$ cat config.mk
export PLATFORM = sky130hd
export DESIGN_NAME = raw_hazard_scoreboard_flat
export DESIGN_NICKNAME = d
export VERILOG_FILES = /design/src/rtl/raw_hazard_scoreboard_if.sv /design/src/rtl/raw_hazard_scoreboard.sv /design/src/flat_wrapper.sv
export SDC_FILE = /design/constraint.sdc
export NUM_CORES = 1
export LEC_CHECK = 0
export CORE_UTILIZATION = 54
export CTS_CLUSTER_SIZE = 12
export DETAILED_ROUTE_END_ITERATION = 8
export PLACE_DENSITY_LB_ADDON = 0.2
export SLEW_MARGIN = 20
export SYNTH_ARGS = -nofsm -noshare
export SYNTH_HDL_FRONTEND = slang
export SYNTH_SLANG_ARGS = --single-unit
$ cat constraint.sdc
create_clock -name clk_i -period 4.7 [get_ports clk_i]
set_input_delay 0.705 -clock clk_i [delete_from_list [all_inputs] [get_ports clk_i]]
set_output_delay 0.705 -clock clk_i [all_outputs]
set_load 0.1 [all_outputs]
$ cat src/rtl/raw_hazard_scoreboard_if.sv
`default_nettype none
// ============================================================================
// Module      : raw_hazard_scoreboard_if
// Description : Decode-stage, writeback and status signals of the RAW hazard
//               scoreboard.
//               The pipeline controller side uses modport master.
//               The scoreboard side uses modport slave.
// Revision    : 1.0 - initial release
// ============================================================================
interface raw_hazard_scoreboard_if #(
    parameter int CNT_W = 32
);
    logic             id_valid_i;
    logic [4:0]       id_rs1_addr_i;
    logic             id_rs1_used_i;
    logic [4:0]       id_rs2_addr_i;
    logic             id_rs2_used_i;
    logic [4:0]       id_rd_addr_i;
    logic             id_rd_wren_i;
    logic             hold_i;
    logic             flush_i;
    logic [4:0]       wb_rd_addr_i;
    logic             wb_rd_wren_i;
    logic             stall_o;
    logic             stall_rs1_o;
    logic             stall_rs2_o;
    logic [3:0]       inflight_o;
    logic [CNT_W-1:0] stall_cycles_o;
    logic             wb_mismatch_o;

    modport master (
        output id_valid_i, id_rs1_addr_i, id_rs1_used_i, id_rs2_addr_i,
               id_rs2_used_i, id_rd_addr_i, id_rd_wren_i, hold_i, flush_i,
               wb_rd_addr_i, wb_rd_wren_i,
        input  stall_o, stall_rs1_o, stall_rs2_o, inflight_o,
               stall_cycles_o, wb_mismatch_o
    );

    modport slave (
        input  id_valid_i, id_rs1_addr_i, id_rs1_used_i, id_rs2_addr_i,
               id_rs2_used_i, id_rd_addr_i, id_rd_wren_i, hold_i, flush_i,
               wb_rd_addr_i, wb_rd_wren_i,
        output stall_o, stall_rs1_o, stall_rs2_o, inflight_o,
               stall_cycles_o, wb_mismatch_o
    );
endinterface
`default_nettype wire

$ cat src/rtl/raw_hazard_scoreboard.sv
`default_nettype none
// ============================================================================
// Module      : raw_hazard_scoreboard
// Description : Read-after-write hazard unit for a non-forwarding pipeline.
//               It keeps a shadow shift register of the in-flight
//               destinations (EX..WB) and stalls ID on any pending source.
//               It also checks register-file writes against that shadow and
//               counts stall cycles with a saturating counter.
// Revision    : 1.0 - initial release
// ============================================================================
module raw_hazard_scoreboard #(
    parameter int DEPTH = 3,
    parameter int CNT_W = 32
) (
    input  wire logic               clk_i,
    input  wire logic               rst_ni,
    raw_hazard_scoreboard_if.slave  bus
);
    localparam logic [CNT_W-1:0] CNT_MAX = {CNT_W{1'b1}};
    localparam logic [CNT_W-1:0] CNT_ONE = {{(CNT_W-1){1'b0}}, 1'b1};

    // Slot 0 is EX, slot DEPTH-1 is WB.
    // A slot is valid only when its rd is not x0.
    logic [DEPTH-1:0]      slot_valid;
    logic [DEPTH-1:0][4:0] slot_rd;

    logic             hit_rs1;
    logic             hit_rs2;
    logic             stall_rs1;
    logic             stall_rs2;
    logic             stall;
    logic             issue;
    logic             wb_bad;
    logic [3:0]       valid_count;
    logic [CNT_W-1:0] stall_cnt;
    logic             mismatch;

    // Compare each source address against every pending destination.
    always_comb begin
        hit_rs1 = 1'b0;
        hit_rs2 = 1'b0;
        for (int k = 0; k < DEPTH; k++) begin
            if (slot_valid[k] && (slot_rd[k] == bus.id_rs1_addr_i)) hit_rs1 = 1'b1;
            if (slot_valid[k] && (slot_rd[k] == bus.id_rs2_addr_i)) hit_rs2 = 1'b1;
        end
    end

    // The WB slot still counts as a hazard: the register file has no write-through.
    assign stall_rs1 = bus.id_valid_i & bus.id_rs1_used_i & (bus.id_rs1_addr_i != 5'd0) & hit_rs1;
    assign stall_rs2 = bus.id_valid_i & bus.id_rs2_used_i & (bus.id_rs2_addr_i != 5'd0) & hit_rs2;
    assign stall     = stall_rs1 | stall_rs2;

    // A flush or a stall turns the EX entry into a bubble. Writes to x0 are never tracked.
    assign issue = bus.id_valid_i & bus.id_rd_wren_i & (bus.id_rd_addr_i != 5'd0)
                 & ~stall & ~bus.flush_i;

    // Flag a write that was not expected, and an expected write that did not arrive or went to the wrong register.
    assign wb_bad = slot_valid[DEPTH-1]
                  ? (~bus.wb_rd_wren_i | (bus.wb_rd_addr_i != slot_rd[DEPTH-1]))
                  : (bus.wb_rd_wren_i & (bus.wb_rd_addr_i != 5'd0));

    // Population count of the valid slots.
    always_comb begin
        valid_count = 4'd0;
        for (int k = 0; k < DEPTH; k++) begin
            valid_count = valid_count + {3'd0, slot_valid[k]};
        end
    end

    // Advance the shadow pipeline unless the whole pipeline is frozen.
    always_ff @(posedge clk_i or negedge rst_ni) begin
        if (!rst_ni) begin
            slot_valid <= '0;
            slot_rd    <= '0;
        end else if (!bus.hold_i) begin
            for (int k = DEPTH - 1; k >= 1; k--) begin
                slot_valid[k] <= slot_valid[k-1];
                slot_rd[k]    <= slot_rd[k-1];
            end
            slot_valid[0] <= issue;
            slot_rd[0]    <= issue ? bus.id_rd_addr_i : 5'd0;
        end
    end

    // Count unfrozen stall cycles and saturate at all-ones.
    always_ff @(posedge clk_i or negedge rst_ni) begin
        if (!rst_ni) begin
            stall_cnt <= '0;
        end else if (!bus.hold_i && stall && (stall_cnt != CNT_MAX)) begin
            stall_cnt <= stall_cnt + CNT_ONE;
        end
    end

    // Sticky writeback consistency flag; only reset clears it.
    always_ff @(posedge clk_i or negedge rst_ni) begin
        if (!rst_ni) begin
            mismatch <= 1'b0;
        end else if (!bus.hold_i && wb_bad) begin
            mismatch <= 1'b1;
        end
    end

    assign bus.stall_rs1_o    = stall_rs1;
    assign bus.stall_rs2_o    = stall_rs2;
    assign bus.stall_o        = stall;
    assign bus.inflight_o     = valid_count;
    assign bus.stall_cycles_o = stall_cnt;
    assign bus.wb_mismatch_o  = mismatch;

endmodule
`default_nettype wire

$ cat src/flat_wrapper.sv
// flat-port wrapper written by rule: the top's interface ports become plain ports
module raw_hazard_scoreboard_flat 
#(
    parameter int DEPTH = 3,
    parameter int CNT_W = 32
)
  (clk_i, rst_ni, bus_id_valid_i, bus_id_rs1_addr_i, bus_id_rs1_used_i, bus_id_rs2_addr_i, bus_id_rs2_used_i, bus_id_rd_addr_i, bus_id_rd_wren_i, bus_hold_i, bus_flush_i, bus_wb_rd_addr_i, bus_wb_rd_wren_i, bus_stall_o, bus_stall_rs1_o, bus_stall_rs2_o, bus_inflight_o, bus_stall_cycles_o, bus_wb_mismatch_o);
  raw_hazard_scoreboard_if #(.CNT_W(CNT_W)) bus_i ();
  input  wire logic clk_i;
  input  wire logic rst_ni;
  input wire logic [$bits(bus_i.id_valid_i)-1:0] bus_id_valid_i;
  input wire logic [$bits(bus_i.id_rs1_addr_i)-1:0] bus_id_rs1_addr_i;
  input wire logic [$bits(bus_i.id_rs1_used_i)-1:0] bus_id_rs1_used_i;
  input wire logic [$bits(bus_i.id_rs2_addr_i)-1:0] bus_id_rs2_addr_i;
  input wire logic [$bits(bus_i.id_rs2_used_i)-1:0] bus_id_rs2_used_i;
  input wire logic [$bits(bus_i.id_rd_addr_i)-1:0] bus_id_rd_addr_i;
  input wire logic [$bits(bus_i.id_rd_wren_i)-1:0] bus_id_rd_wren_i;
  input wire logic [$bits(bus_i.hold_i)-1:0] bus_hold_i;
  input wire logic [$bits(bus_i.flush_i)-1:0] bus_flush_i;
  input wire logic [$bits(bus_i.wb_rd_addr_i)-1:0] bus_wb_rd_addr_i;
  input wire logic [$bits(bus_i.wb_rd_wren_i)-1:0] bus_wb_rd_wren_i;
  output wire logic [$bits(bus_i.stall_o)-1:0] bus_stall_o;
  output wire logic [$bits(bus_i.stall_rs1_o)-1:0] bus_stall_rs1_o;
  output wire logic [$bits(bus_i.stall_rs2_o)-1:0] bus_stall_rs2_o;
  output wire logic [$bits(bus_i.inflight_o)-1:0] bus_inflight_o;
  output wire logic [$bits(bus_i.stall_cycles_o)-1:0] bus_stall_cycles_o;
  output wire logic [$bits(bus_i.wb_mismatch_o)-1:0] bus_wb_mismatch_o;
  assign bus_i.id_valid_i = bus_id_valid_i;
  assign bus_i.id_rs1_addr_i = bus_id_rs1_addr_i;
  assign bus_i.id_rs1_used_i = bus_id_rs1_used_i;
  assign bus_i.id_rs2_addr_i = bus_id_rs2_addr_i;
  assign bus_i.id_rs2_used_i = bus_id_rs2_used_i;
  assign bus_i.id_rd_addr_i = bus_id_rd_addr_i;
  assign bus_i.id_rd_wren_i = bus_id_rd_wren_i;
  assign bus_i.hold_i = bus_hold_i;
  assign bus_i.flush_i = bus_flush_i;
  assign bus_i.wb_rd_addr_i = bus_wb_rd_addr_i;
  assign bus_i.wb_rd_wren_i = bus_wb_rd_wren_i;
  assign bus_stall_o = bus_i.stall_o;
  assign bus_stall_rs1_o = bus_i.stall_rs1_o;
  assign bus_stall_rs2_o = bus_i.stall_rs2_o;
  assign bus_inflight_o = bus_i.inflight_o;
  assign bus_stall_cycles_o = bus_i.stall_cycles_o;
  assign bus_wb_mismatch_o = bus_i.wb_mismatch_o;
  raw_hazard_scoreboard #(.DEPTH(DEPTH), .CNT_W(CNT_W)) u_core (.clk_i(clk_i), .rst_ni(rst_ni), .bus(bus_i));
endmodule
==> summary.md, run 1 <==
| Metric | Value |
|---|---|
| Pin count of the biggest net entering global routing | 52 |
| Worst-path clk slew | ~90 ps |
| Vias per cell | about 5.5 |
| Mapped Avg Cell Area | between 10 and 15 sq um |
| Crit share post-route | 76.9% |
| Nets | ~360 |
| Clk_lat worst skew | approximately 310 ps |
| Number of distinct library cells after synthesis | 41 |
| Cell taking the most area after synthesis | dfrtp_1 |
| CTS Root Cell | clkbuf_8 |
| Cell Area, Placed | between 3000 and 4000 sq um |
| Die width | 74.5 um |
| Drt pass-1 iters | 4 |
| IO Port Bufs | 67 |
| Worst vdd rail ir drop | 0.000226 V |
| R2r worst-path depth | 8 |
| Dpl cells | approximately 390 |
| Largest family of logic cells by synthesized area | XOR/XNOR gates |
| Final Skew | 8.53 ps |
| Required time worst endpoint | around 4000 ps |
| Maximum root-to-sink buffer count | 2 |
| Core area | between 5000 and 6000 sq um |
| I/O Pins | between 60 and 70 |
| Final instance area | 3670 sq um |
| Top-count cell post-synth | xor2_1 |
| Detailed Route Iter0 Violations | 92 |
| Initial antenna violation count | 0 |
| Antenna-violating nets left | 0 |
| Starting Density | a little under three fifths |
| Main synth FF type | dfrtp_1 |
| Mapped Area | ~2800 sq um |
| Final worst-path setup slack | around 1100 ps |
| Multiplexer share of the synthesized area | 5.15% |
| H-tree depth | 2 |
| PostCTS Resize Cnt | 0 |
| Arr. time, crit path | around 2900 ps |
| Yosys warnings | 0 |
| Simple-Gate Fraction of Synth Area | around a fifth |
| Unrepaired setup endpoints after global routing | no |
| Post-synthesis adder-cell area fraction | under 10% |
| Asr flop ratio synth | 100% |
| Drt drc | 0 |
| CTS tree | done |
| Crit start category | input port |
| Chip Height | 74.5 um |
| Final setup vio count | 0 |
| Sequential area share after synthesis | ~45% |
| Hold Crit Class | input port to asynchronous set/reset pin |
| First-pass GRT wire length | approximately 10,000 um |
| Area grow syn2layout | 29.1% |
| Post-Route Utilization | 72.3% |
| Via Count | 2,167 |
| Die ar. | between 5000 and 6000 sq um |
| Lkg Pwr | ~1.7 nW |
| Gr usage total | 24.3% |
| Setup CP Type | input port to output port |
| Commonest cells post-synth | xor2_1 (52), dfrtp_1 (51), nand3_1 (19) |
| Total Power | between 0.9 and 1 mW |
| Post-synth top area share | 44.9% |
| Vias in the first global route | between 2,000 and 2,500 |
| Crit path max fanout | 6 |
| Post-synthesis sequential element count | 51 |
| Setup TNS | 0 ps |
| Post-CTS Setup Bufs | 0 |
| CTS hold repair buffers | 0 |
| Layout cells sized above 1 | 13.0% |
| Tmin final | 3610 ps |
| Routed wire per std cell | about 15 um |
| Max Slew Vio Count | 0 |
| Worst slew margin | 33.6% |
| Hold Fails Final Rpt | 0 |
| DP HPWL | around 4600 um |
| Synthesized net count | ~290 |
| RD Place Congestion | about 0.86 |
| Overflow left after global routing | 0 |
| DRT Wirelength | between 6000 and 7000 um |
| TritonCTS buffer count | 5 |
| Pre-CTS setup slack | 1110 ps |
| Outcome | complete, no violations |
| Sink Count | 51 |
| Cell area power density | 252 nW/um^2 |
| Crit end category | output port |
| Worst slew pin tran | roughly 990 ps |
| Hold slack final | between 400 and 500 ps |
| Max Fclk | ~280 MHz |
| Non-filler cells, final | just under 400 |
| Max_cap viols | 0 |
| XOR/XNOR Fraction of Synth Area | about a fifth |
| Site Rows | 26 |
| Top cells by area, synth | dfrtp_1 (45%), xor2_1 (16%), mux2_2 (4.8%) |
| Synth Instances | roughly 260 |
| EDFF count, synth | 0 |
| # diodes | 0 |
| Post-synthesis compound-gate area fraction | 5.33% |
## kinds of logic after synthesis
kind of cell	after synthesis
multiplexers	13
AO/OA/AOI/OAI	16
other	1
adder cells (fa/ha/maj)	5
XOR/XNOR	66
buffers and inverters	11
flip-flops	51
AND/OR/NAND/NOR	92
## worst max-delay path, cell delays in order
cell and delay [ps]:
clkdlybuf4s50_1 500, xor2_1 190, nor4_1 350, nand3_1 120
a31oi_1 400, or2_1 300, buf_4 340
## path summary, 6_finish.rpt
path,from,end,slack (ps)
setup / recovery,bus_id_rs2_addr_i[1],bus_stall_o,1090
setup reg to reg,u_core.bus.stall_cycles_o[0]$_DFFE_PN0P_,u_core.bus.stall_cycles_o[29]$_DFFE_PN0P_,2120
max in group asynchronous,rst_ni,u_core.slot_rd[8]$_DFFE_PN0N_,3780
hold reg to reg,u_core.bus.stall_cycles_o[23]$_DFFE_PN0P_,u_core.bus.stall_cycles_o[23]$_DFFE_PN0P_,490
hold / removal,rst_ni,u_core.bus.wb_mismatch_o$_DFFE_PN0P_,490
min in group clk_i,u_core.bus.stall_cycles_o[23]$_DFFE_PN0P_,u_core.bus.stall_cycles_o[23]$_DFFE_PN0P_,490
## where the power goes
group	internal, mW	total [mW]	leakage (nW)	switching, mW
Combinational	0.0550	0.134	0.969	0.0794
Clock	0.175	0.322	0.0618	0.147
Sequential	0.448	0.466	0.687	0.0172
Total	0.678	0.922	1.72	0.244
## area by class of cell
| cell class | instances | area [sq um] |
|---|---|---|
| multi-input combinational | 193 | 1500 |
| fill | 396 | 1410 |
| sequential | 51 | 1280 |
| timing repair buffer | 69 | 673 |
| tap | 70 | 87.6 |
| clock buffer | 6 | 82.6 |
| clock inverter | 2 | 38.8 |
| inverter | 3 | 11.3 |
## metal layers
metal,wire length (um),global-route usage [%]
met1,2790,35.0
met2,2940,38.0
met3,250,3.25
met4,89,7.55
met5,0,0
## layout by cell type (no fill, tap or decap), drive strengths merged, types with 2 or more instances in the layout
| cell type | count |
|---|---|
| nor3 | 12 |
| xnor2 | 14 |
| or4 | 4 |
| o211ai | 2 |
| o21ai | 3 |
| buf | 6 |
| nand2 | 15 |
| a22o | 5 |
| clkbuf | 6 |
| inv | 4 |
| xor2 | 52 |
| ha | 4 |
| nand4 | 5 |
| clkdlybuf4s50 | 63 |
| a31oi | 2 |
| and3 | 6 |
| nor4 | 14 |
| and4 | 2 |
| nand3 | 19 |
| mux2 | 13 |
| nor2 | 14 |
| dfrtp | 51 |
## sequential cells by signal, summed over array words and instances, names as in the netlist
register,flops
u_core.bus.stall_cycles_o,32
u_core.bus.wb_mismatch_o,1
u_core.slot_rd,15
u_core.slot_valid,3
Note: power is estimated with default switching activity, not from simulation.
==> run 2, diff against run 1 <==
--- a/config.mk
+++ b/config.mk
@@ -5,7 +5,7 @@
 export SDC_FILE = /design/constraint.sdc
 export NUM_CORES = 1
 export LEC_CHECK = 0
-export CORE_UTILIZATION = 54
+export CORE_UTILIZATION = 50
 export CTS_CLUSTER_SIZE = 12
 export DETAILED_ROUTE_END_ITERATION = 8
 export PLACE_DENSITY_LB_ADDON = 0.2
==> constraint.sdc (replaced) <==
create_clock -name clk_i -period 3.74 [get_ports clk_i]
set_input_delay 0.561 -clock clk_i [delete_from_list [all_inputs] [get_ports clk_i]]
set_output_delay 0.561 -clock clk_i [all_outputs]
set_load 0.1 [all_outputs]
==> run 2 against run 1 <==
  * First-iteration DRC count is 2.2% lower
  * Largest cell class unchanged
  * Register-to-register slack worse by 880 ps
  * Sequential power is 26% higher
==> summary.md, run 2 (same netlist as run 1, synthesis figures left out) <==
| Metric | Value |
|---|---|
| Outcome | complete, no violations |
| PostCTS Resize Cnt | 0 (unchanged) |
| Starting Density | 51.6% (-4.4 points) |
| Final worst-path setup slack | 526 ps (-562 ps) |
| Core area | 5510 sq um (+8.5%) |
| Setup CP Type | input port to output port |
| Detailed Route Iter0 Violations | 90 (-2.2%) |
| Area grow syn2layout | 29.5% |
| Cell chain of the critical path | clkdlybuf4s50_1 -> xor2_1 -> nor4_1 -> nand3_1 -> a31oi_2 -> or2_1 -> buf_12 |
| Worst vdd rail ir drop | 0.000185 V (-18%) |
| Arr. time, crit path | 2650 ps (-260 ps) |
| CTS hold repair buffers | 0 (unchanged) |
| Cell area power density | 292 nW/um^2 (+16%) |
| CTS tree | done |
| Sink Count | 51 (unchanged) |
| Pin count of the biggest net entering global routing | 32 (-38%) |
| Unrepaired setup endpoints after global routing | no |
| Die ar. | 5990 sq um (+7.8%) |
| Worst slew margin | 35.1% (+1.5 points) |
| I/O Pins | 69 (unchanged) |
| Delay-heaviest family, CP | simple AND/OR/NAND/NOR gates |
| Max Fclk | ~310 MHz |
| Nets | 359 (+0.56%) |
| Pre-CTS setup slack | 536 ps (-570 ps) |
| Sw Share | 28.9% (+2.5 points) |
| Required time worst endpoint | 3180 ps (-810 ps) |
| Crit share post-route | 85.9% |
| Setup TNS | 0 ps (unchanged) |
| Drt pass-1 iters | 4 (unchanged) |
| Maximum root-to-sink buffer count | 2 (unchanged) |
| Crit end category | output port |
| # diodes | 0 (unchanged) |
| IO Port Bufs | 67 (unchanged) |
| Drt drc | 0 (unchanged) |
| Post-Route Utilization | 66.8% (-5.5 points) |
| Vias in the first global route | 2,162 (+4.4%) |
| Post-CTS Setup Bufs | 0 (unchanged) |
| P_sw | 0.311 mW (+28%) |
| Hold Crit Class | input port to asynchronous set/reset pin |
| Lkg Pwr | 1.72 nW (+0.22%) |
| Routed wire per std cell | 15.5 um (+0.22%) |
| CP max stage delay | 500 ps (about the same) |
| Layout cells sized above 1 | 14.4% (+1.5 points) |
| TritonCTS buffer count | 5 (unchanged) |
| Worst R2R Setup Slack | 1240 ps (-880 ps) |
| Pint | 0.764 mW (+13%) |
| Most frequent cells in the layout | clkdlybuf4s50_1 (61), xor2_1 (52), dfrtp_1 (51) |
| Gr usage total | 22.5% (-1.8 points) |
| Vias per cell | 5.42 (-1.5%) |
| Final Skew | 8.38 ps (-0.151 ps) |
| Initial antenna violation count | 0 (unchanged) |
| DRT Wirelength | 6150 um (+1.2%) |
| Max Slew Vio Count | 0 (unchanged) |
| Die width | 77.4 um (+3.8%) |
| Most common cell after layout, fill and taps aside | clkdlybuf4s50_1 |
| Worst slew pin tran | 971 ps (-21.9 ps) |
| Antenna-violating nets left | 0 (unchanged) |
| Site Rows | 27 (+3.8%) |
| Max_cap viols | 0 (unchanged) |
| Worst-path clk slew | 100 ps (about the same) |
| Chip Height | 77.4 um (+3.8%) |
| Overflow left after global routing | 0 (unchanged) |
| Final setup vio count | 0 (unchanged) |
| Buf/Inv on CP | 2 (unchanged) |
| CTS Root Cell | clkbuf_8 |
| First-pass GRT wire length | 10,600 um (+4.5%) |
| Crit path max-delay cell type | clkdlybuf4s50_1 |
| Crit path max fanout | 6 (unchanged) |
| H-tree depth | 2 (unchanged) |
| DP HPWL | 4640 um (+1.8%) |
| Hold Fails Final Rpt | 0 (unchanged) |
| Comb power frac | 15.6% (+1.0 points) |
| Clk_lat worst skew | 310 ps (about the same) |
| RD Place Congestion | 0.871 (+1.1%) |
| Tmin final | 3210 ps |
| Via Count | 2,156 (-0.51%) |
| # fillers | 458 (+16%) |
| Seq pwr share | 54.5% (+4.0 points) |
| Crit start category | input port |
| Share of total power in the clock network | 30.0% (-5.0 points) |
| Max FFs per register | 32 (unchanged) |
[run 2: cell count changes in the layout (fill, tap and decap cells not counted), sizes merged]
| cell | before | now |
|---|---|---|
| clkinv | 0 | 2 |
| clkbuf | 6 | 5 |
| bufinv | 1 | 0 |
| buf | 6 | 10 |
| clkdlybuf4s50 | 63 | 61 |
[run 2: per-layer routing]
metal	track usage, %	wire (um)	vias up
met1	31.8	3010	1059
li1	-	-	1036
met2	35.8	2850	55
met5	0	0	-
met4	6.23	68	0
met3	3.53	222	6
[run 2: final cells by class]
cell class	count	area [sq um]	area share, %
multi-input combinational	193	1500	40.9
sequential	51	1280	34.7
timing repair buffer	71	708	19.3
tap	72	90.1	2.45
clock buffer	5	68.8	1.87
clock inverter	3	18.8	0.510
inverter	3	11.3	0.306
[run 2: stage by stage]
stage               total power, mW  area (sq um)  hold slack, ps  instances
floorplan                     0.693          2850             265        255
global placement              0.762          3590             471        390
detailed placement            0.764          3590             470        390
CTS                            1.09          3680             212        398
global route                   1.12          3680             235        398
finish                         1.08          3680             204        398
[run 2: worst paths after layout]
check / start / to / cells after the start
max: bus_id_rs1_addr_i[3] / bus_stall_o / 7
min: rst_ni / u_core.slot_rd[13]$_DFFE_PN0N_ / 1
max reg2reg: u_core.bus.stall_cycles_o[0]$_DFFE_PN0P_ / u_core.bus.stall_cycles_o[29]$_DFFE_PN0P_ / 9
min reg2reg: u_core.bus.stall_cycles_o[27]$_DFFE_PN0P_ / u_core.bus.stall_cycles_o[27]$_DFFE_PN0P_ / 1
max in group asynchronous: rst_ni / u_core.bus.stall_cycles_o[31]$_DFFE_PN0P_ / 2
min in group clk_i: u_core.bus.stall_cycles_o[27]$_DFFE_PN0P_ / u_core.bus.stall_cycles_o[27]$_DFFE_PN0P_ / 1
[run 2: power by group through the flow]
stage	Combinational [mW]	Sequential (mW)	Clock [mW]
2_1_floorplan	0.0836	0.609	0
3_3_place_gp	0.166	0.596	0
3_5_place_dp	0.168	0.596	0
4_1_cts	0.169	0.585	0.331
5_1_grt	0.181	0.588	0.354
6_report	0.168	0.586	0.322
[run 2: worst reg2reg max path: stages, from the launching register on]
cell     delay [ps]
dfrtp_1         430
ha_1            220
and3_4          190
and3_1          260
and4_4          220
a41oi_4         320
o21ai_4          90
buf_4           180
nor4_1          340
xor2_1          170
